$ cat src/rtl/addsub_pkg.sv
// Shared constants for the adder_subtractor datapath stage: op encoding and default width.
package addsub_pkg;
   localparam int   ADDSUB_WIDTH  = 4;
   localparam logic ADDSUB_OP_ADD = 1'b0;
   localparam logic ADDSUB_OP_SUB = 1'b1;
endpackage

$ cat src/rtl/adder_subtractor_if.sv
// Operand/result bundle for adder_subtractor; ovf exists only when ADDSUB_OVERFLOW_EN is defined.
// Handshake: valid-only, no ready. A/B/CTR are taken on any rising edge with in_valid=1;
// out_valid marks the edge on which S/sign/Cout(/ovf) were updated. There is no back-pressure.
interface adder_subtractor_if import addsub_pkg::*; #(
   parameter int WIDTH = ADDSUB_WIDTH
);
   logic [WIDTH-1:0] A;
   logic [WIDTH-1:0] B;
   logic             CTR;
   logic             in_valid;
   logic [WIDTH-1:0] S;
   logic             sign;
   logic             Cout;
   logic             out_valid;
`ifdef ADDSUB_OVERFLOW_EN
   logic             ovf;
`endif

   modport master (
      output A, B, CTR, in_valid,
      input  S, sign, Cout, out_valid
`ifdef ADDSUB_OVERFLOW_EN
      , input ovf
`endif
   );

   modport slave (
      input  A, B, CTR, in_valid,
      output S, sign, Cout, out_valid
`ifdef ADDSUB_OVERFLOW_EN
      , output ovf
`endif
   );
endinterface

$ cat src/rtl/adder_subtractor_full_adder.sv
// One-bit full adder cell; the top chains WIDTH of these into the ripple-carry path.
module full_adder (
   input  logic a,
   input  logic b,
   input  logic cin,
   output logic s,
   output logic cout
);
   assign s    = a ^ b ^ cin;
   assign cout = (a & b) | (cin & (a ^ b));
endmodule

$ cat src/rtl/adder_subtractor.sv
// Registered unsigned adder/subtractor with sign-magnitude subtract result.
// Optional macro ADDSUB_OVERFLOW_EN adds a registered two's-complement overflow flag (ovf).
module adder_subtractor import addsub_pkg::*; #(
   parameter int WIDTH = ADDSUB_WIDTH
) (
   input  logic                clk,
   input  logic                rst_n,
   adder_subtractor_if.slave   bus
);
   localparam logic [WIDTH-1:0] ONE = {{(WIDTH-1){1'b0}}, 1'b1};

   logic             sub;
   logic [WIDTH-1:0] b_x;
   logic [WIDTH-1:0] r;
   logic [WIDTH:0]   carry;
   logic [WIDTH-1:0] neg_r;
   logic [WIDTH-1:0] s_next;
   logic             sign_next;

   logic [WIDTH-1:0] s_q;
   logic             sign_q;
   logic             cout_q;
   logic             valid_q;

   // Subtract reuses the adder: A + ~B + 1 over the same ripple chain.
   assign sub      = (bus.CTR == ADDSUB_OP_SUB);
   assign b_x      = bus.B ^ {WIDTH{sub}};
   assign carry[0] = sub;

   for (genvar i = 0; i < WIDTH; i++) begin : g_chain
      full_adder u_fa (
         .a   (bus.A[i]),
         .b   (b_x[i]),
         .cin (carry[i]),
         .s   (r[i]),
         .cout(carry[i+1])
      );
   end

   // A borrow (carry out 0 on subtract) means A<B: report |A-B| with sign set.
   assign neg_r     = ~r + ONE;
   assign sign_next = sub & ~carry[WIDTH];
   assign s_next    = sign_next ? neg_r : r;

   always_ff @(posedge clk or negedge rst_n) begin
      if (!rst_n) begin
         s_q     <= '0;
         sign_q  <= 1'b0;
         cout_q  <= 1'b0;
         valid_q <= 1'b0;
      end else begin
         valid_q <= bus.in_valid;
         if (bus.in_valid) begin
            s_q    <= s_next;
            sign_q <= sign_next;
            cout_q <= carry[WIDTH];
         end
      end
   end

   assign bus.S         = s_q;
   assign bus.sign      = sign_q;
   assign bus.Cout      = cout_q;
   assign bus.out_valid = valid_q;

`ifdef ADDSUB_OVERFLOW_EN
   logic ovf_q;

   always_ff @(posedge clk or negedge rst_n) begin
      if (!rst_n) begin
         ovf_q <= 1'b0;
      end else if (bus.in_valid) begin
         ovf_q <= carry[WIDTH] ^ carry[WIDTH-1];
      end
   end

   assign bus.ovf = ovf_q;
`endif
endmodule

$ cat src/flat_wrapper.sv
// flat-port wrapper written by rule: the top's interface ports become plain ports
module adder_subtractor_flat import addsub_pkg::*;
#(
   parameter int WIDTH = ADDSUB_WIDTH
)
  (clk, rst_n, bus_A, bus_B, bus_CTR, bus_in_valid, bus_S, bus_sign, bus_Cout, bus_out_valid);
  adder_subtractor_if #(.WIDTH(WIDTH)) bus_i ();
  input  logic clk;
  input  logic rst_n;
  input wire logic [$bits(bus_i.A)-1:0] bus_A;
  input wire logic [$bits(bus_i.B)-1:0] bus_B;
  input wire logic [$bits(bus_i.CTR)-1:0] bus_CTR;
  input wire logic [$bits(bus_i.in_valid)-1:0] bus_in_valid;
  output wire logic [$bits(bus_i.S)-1:0] bus_S;
  output wire logic [$bits(bus_i.sign)-1:0] bus_sign;
  output wire logic [$bits(bus_i.Cout)-1:0] bus_Cout;
  output wire logic [$bits(bus_i.out_valid)-1:0] bus_out_valid;
  assign bus_i.A = bus_A;
  assign bus_i.B = bus_B;
  assign bus_i.CTR = bus_CTR;
  assign bus_i.in_valid = bus_in_valid;
  assign bus_S = bus_i.S;
  assign bus_sign = bus_i.sign;
  assign bus_Cout = bus_i.Cout;
  assign bus_out_valid = bus_i.out_valid;
  adder_subtractor #(.WIDTH(WIDTH)) u_core (.clk(clk), .rst_n(rst_n), .bus(bus_i));
endmodule
$ cat config.mk
export PLATFORM = sky130hd
export DESIGN_NAME = adder_subtractor_flat
export DESIGN_NICKNAME = d
export VERILOG_FILES = /design/src/rtl/addsub_pkg.sv /design/src/rtl/adder_subtractor_if.sv /design/src/rtl/adder_subtractor_full_adder.sv /design/src/rtl/adder_subtractor.sv /design/src/flat_wrapper.sv
export SDC_FILE = /design/constraint.sdc
export NUM_CORES = 1
export LEC_CHECK = 0
export ABC_AREA = 1
export CAP_MARGIN = 40
export CORE_AREA = 4 4 41 43
export DETAILED_ROUTE_END_ITERATION = 8
export DIE_AREA = 0 0 45 47
export PLACE_DENSITY = 0.68
export SYNTH_ARGS = -nofsm -noshare
export SYNTH_HDL_FRONTEND = slang
export SYNTH_SLANG_ARGS = --single-unit
$ cat constraint.sdc
create_clock -name clk -period 0.8 [get_ports clk]
set_input_delay 0.2 -clock clk [delete_from_list [all_inputs] [get_ports clk]]
set_output_delay 0.2 -clock clk [all_outputs]
set_load 0.01 [all_outputs]
---- Word-level counts from Yosys, hierarchy flattened ----
Index checks and enable logic that the tools add are counted.
storage, ports and cells
  output and inout port bits .............. 7
  bits in registers ....................... 7
  word-level logic and storage cells ...... 30
cells by class
  $add $sub $neg .......................... 1
  multiplexer cells ....................... 1
  bitwise logic cells ..................... 24
operators with widths
  kind                                                           number
  1-bit AND                                                      9
  1-bit XOR                                                      8
  4-bit by 1-bit adder with 4-bit output, second input constant  1
  4-bit 2-to-1 mux                                               1
  4-bit NOT                                                      1
  1-bit OR                                                       4
  4-bit XOR                                                      1
  1-bit NOT                                                      1

---- Logic depth before layout (Yosys ltp) ----
  depth after elaboration ................. 13
  depth in mapped cells ................... 12

---- Modules after synthesis ----
A second synthesis with hierarchy kept.
second synthesis, totals
  cell total of the unflattened synthesis .. 50
  area, all modules ....................... 459.2 µm²
by module, submodules not included
  module            times used  area each (µm²)  sequential area each (µm²)  cells an instance
  adder_subtractor  1           379.1            175.2                       46
  full_adder        4           20.0             0.0                         1

---- Least setup slack after synthesis ----
OpenSTA, ideal clock, no wires.
  kind .................................... in2reg
  start ................................... in bus_A[0]
  end ..................................... reg u_core.s_q[3] (netlist: u_core.bus.S[3])
  path slack .............................. -1,205 ps
  cell stages on the path ................. 12
  data arrival time ....................... 1,888 ps
  library setup time ...................... 117 ps
  path through ............................ inv_1 nand2_1 o21ai_0 fa_1 fa_1 fa_1 nand2_2 inv_1 nand2_1 nand2_1 nand3_1 nand2_1
between the ends
  cells in the longest elaborated chain, start to end .. 12
  elaborated cells on any way between the ends .. 19
  those cells by class .................... 1 x add/sub; 1 x mux; 17 x bitwise
ends and longest elaborated chain
  what                                                                                             RTL line                text
  start, declared                                                                                  flat_wrapper.sv:10      input wire logic [$bits(bus_i.A)-1:0] bus_A;
  parallel branches: the longest is 11 deep, another holds 4-bit by 1-bit adder with 4-bit output  -
  4-bit 2-to-1 mux (*)                                                                             adder_subtractor.sv:43  assign s_next = sign_next ? neg_r : r;
  end signal, assigned                                                                             adder_subtractor.sv:54  s_q <= s_next;
  end, declared                                                                                    adder_subtractor.sv:20  logic [WIDTH-1:0] s_q;
Every way passes the cells marked *.
A chain may end at the register's enable or synchronous reset.

---- Worst setup path in the final report ----
  start ................................... in bus_B[1]
  end ..................................... reg u_core.sign_q (netlist: u_core.bus.sign)
between the ends
  cells in the longest elaborated chain, start to end .. 10
  elaborated cells on any way between the ends .. 11
  those cells by class .................... 11 x bitwise
ends and longest elaborated chain
  what                  RTL line                           text
  start, declared       flat_wrapper.sv:11                 input wire logic [$bits(bus_i.B)-1:0] bus_B;
  4-bit XOR (*)         adder_subtractor.sv:27             assign b_x = bus.B ^ {WIDTH{sub}};
  1-bit XOR             adder_subtractor_full_adder.sv:10  assign cout = (a & b) | (cin & (a ^ b));
  1-bit AND             adder_subtractor_full_adder.sv:10
  1-bit OR (*)          adder_subtractor_full_adder.sv:10
  1-bit AND (*)         adder_subtractor_full_adder.sv:10
  1-bit OR (*)          adder_subtractor_full_adder.sv:10
  1-bit AND (*)         adder_subtractor_full_adder.sv:10
  1-bit OR (*)          adder_subtractor_full_adder.sv:10
  1-bit NOT (*)         adder_subtractor.sv:42             assign sign_next = sub & ~carry[WIDTH];
  1-bit AND (*)         adder_subtractor.sv:42
  end signal, assigned  adder_subtractor.sv:55             sign_q <= sign_next;
  end, declared         adder_subtractor.sv:21             logic sign_q;
Every way passes the cells marked *; elsewhere a longest branch is shown, timed or not.

==> impl_metrics.toml <==
[run_status]
outcome = "complete, but fails checks"
violations = "setup timing"

[pwr]
switching_share = 0.306
power_density_mw_per_mm2 = 1740
p_leak_nw = 0.420
power_frac_comb = 0.438
power_mw = 1.36
seqPwrFrac = 0.327
power_frac_clock = 0.235
intPower_uw = 942
ir_drop_uv = 731
p_sw_uw = 416

[die]
dieHeight_um = 47
coreArea_sq_mm = 0.00130
die_w_um = 45
core.rowCount = 13
io_pins = 19
die-area_sq_mm = 0.00212
initial_core_util = 0.337

[clocking]
tritoncts = "yes"
cts_buffer_depth = 2
numClockSinks = 7
clock_latency_ns = 0.25
htreeDepth = 1
clk_pin_slew_worst_paths_ns = 0.05
cts_root_buf = "clkbuf_4"
cts_made_buffers = 3

[setup_path]
path_buf_inv = 3
cp_cell_sequence = "buf_8 -> xnor2_4 -> fa_2 -> fa_2 -> fa_2 -> nand2_4 -> buf_4 -> buf_4 -> o21ai_0"
cpPeakStageDelay_ns = 0.38
critPathTopFamily = "adder cells"
criticalPathCategory = "in -> reg"
cp.required_ns = 0.93
worstSetupEndpointType = "flop"
crit_top_cell = "fa_2"
slowest_stage = "fa_2"
cp-start-kind = "primary input"
cp_max_fo = 5
cp.arrival_ns = 1.89

[global_routing]
grt_pass1_vias = 402
grt_usage = 0.104
grt-ovfl-total = 0
grt_antenna_before_repair = 0
grt_start_max_net_pins = 12
grt_pass1_wl_um = 1520

[timing]
fin_crit_sh = 2.20
rsz0062_at_grt = "yes"
setup_viol_count_final = 12
slew_headroom = 0.791
worst_pin_slew_ns = 0.312
hold_viol_final = 0
fmax_mhz = 568
drv_slew = 0
worst_slack_ns = -0.959
min_period_ns = 1.76
fin_skew_ns = 0

[finish]
ff_latch_area_sq_um = 175
layout_common_cells = "14 x buf_4, 13 x nand2_1, 7 x buf_2, 7 x dfrtp_1, 6 x inv_1"
syn2layout_area_growth_pct = 78.1
drive_gt1_frac = 0.471
multi_input_comb_area_sq_um = 265
layout_commonest_cell = "buf_4"
num_antenna_cells = 0
final_nets = 104
fillers = 135

[detailed_routing]
drt_pass1_iterations = 2
drt_iter0_drc = 4
ant_nets = 0
wl_per_cell_um = 9.26
routed_wl_um = 945
vias = 423
vias_per_cell = 4.15
drc = 0

[place]
port_buffers = 18
place.gp.congestion = 0.659
pre_cts_slack_ns = -1.71
dp_hpwl_um = 784

[synth]
synth_fp_nets = 68
synth-seq-area-share = 0.399
syn_inst = 52
syn_area_sq_um = 439
synth_cell_types = 14
synth_area_per_cell_sq_um = 8.45
ys_ff_latch = 7
yosysWarnings = 0

[worst_hold_path]
hold_path.class = "in -> async"

[run]
maxCapViolations = 0
==> layer usage <==
layer / GRT usage / wire length, um / vias to the layer above
met5: 0 / 0 / -
met4: 0.0526 / 14 / 0
met3: 0.0460 / 100 / 2
met2: 0.195 / 467 / 17
met1: 0.0941 / 363 / 178
li1: - / - / 226
==> registers in the layout, summed over array words and instances (netlist names) <==
signal	flops
u_core.bus.Cout	1
u_core.bus.out_valid	1
u_core.bus.S	4
u_core.bus.sign	1
==> cell families (layout without fill, tap and decap cells) <==
family                   after synthesis  count (layout)  synth area share
AND/OR/NAND/NOR                       19              19             0.182
flip-flops                             7               7             0.399
XOR/XNOR                               4               4            0.0798
buffers and inverters                 11              46            0.0940
AO/OA/AOI/OAI                          7               7            0.0797
adder cells (fa/ha/maj)                4               4             0.165
==> path summary, 6_finish.rpt <==
kind                                                  start                        endpoint  slack (ns)  cells after the start
worst max register to register  u_core.bus.sign$_DFFE_PN0P_     u_core.bus.sign$_DFFE_PN0P_       -0.04                      4
max in group asynchronous                             rst_n     u_core.bus.S[3]$_DFFE_PN0P_        0.36                      1
min in group clk                               bus_in_valid  u_core.bus.out_valid$_DFF_PN0_        0.27                      2
worst min-delay path                                  rst_n     u_core.bus.S[1]$_DFFE_PN0P_        0.20                      1
worst max-delay path                               bus_B[1]     u_core.bus.sign$_DFFE_PN0P_       -0.96                      9
worst min register to register  u_core.bus.S[3]$_DFFE_PN0P_     u_core.bus.S[3]$_DFFE_PN0P_        0.48                      2
==> timing repair <==
item	CTS	global route
buffers inserted	5	1
hold buffers	0	0
setup endpoints to repair	13	13
pin swaps	9	10
endpoints found under the hold margin	0	0
gates resized for setup	56	7
==> worst register-to-register path, cell delays in order, from the launching register on <==
cell     delay (ns)
dfrtp_1        0.36
buf_4          0.12
buf_4          0.12
nand2_1        0.05
o21ai_0        0.07
==> area by class of cell <==
type	instances	area share
multi-input combinational	34	0.339
clock buffer	4	0.0336
timing repair buffer	32	0.328
sequential	7	0.224
inverter	10	0.0512
tap	15	0.0240
==> Yosys cell counts <==
cell / instances / share of area
nand2_1: 14 / 0.12
inv_1: 10 / 0.085
dfrtp_1: 7 / 0.40
o21ai_0: 5 / 0.057
fa_1: 3 / 0.14
nand3_1: 3 / 0.034
xnor2_1: 3 / 0.060
a21oi_1: 1 / 0.011
clkbuf_1: 1 / 0.0085
ha_1: 1 / 0.028
nand2_2: 1 / 0.014
nor2_2: 1 / 0.014
o21ai_1: 1 / 0.011
xor2_1: 1 / 0.020
==> per-stage QoR <==
step / instances / hold WS, ns / setup TNS, ns / util / area [sq um]
after CTS: 101 / 0.214 / -6.24 / 0.588 / 764
after detailed placement: 92 / 0.472 / -10.46 / 0.559 / 727
after global placement: 92 / 0.465 / -10.16 / 0.559 / 727
final: 102 / 0.203 / -5.63 / 0.601 / 782
after floorplan: 52 / -0.0956 / -4.66 / - / 472
after global routing: 102 / 0.223 / -6.22 / 0.601 / 782
==> power groups by stage <==
| stage | combinational (mW) | clock, mW | sequential [mW] |
|---|---|---|---|
| after floorplan | 0.229 | 0 | 0.482 |
| after global placement | 0.570 | 0 | 0.448 |
| after detailed placement | 0.586 | 0 | 0.454 |
| after CTS | 0.592 | 0.330 | 0.445 |
| after global routing | 0.664 | 0.371 | 0.451 |
| final | 0.596 | 0.319 | 0.444 |
Power figures use the tool's default switching activity.
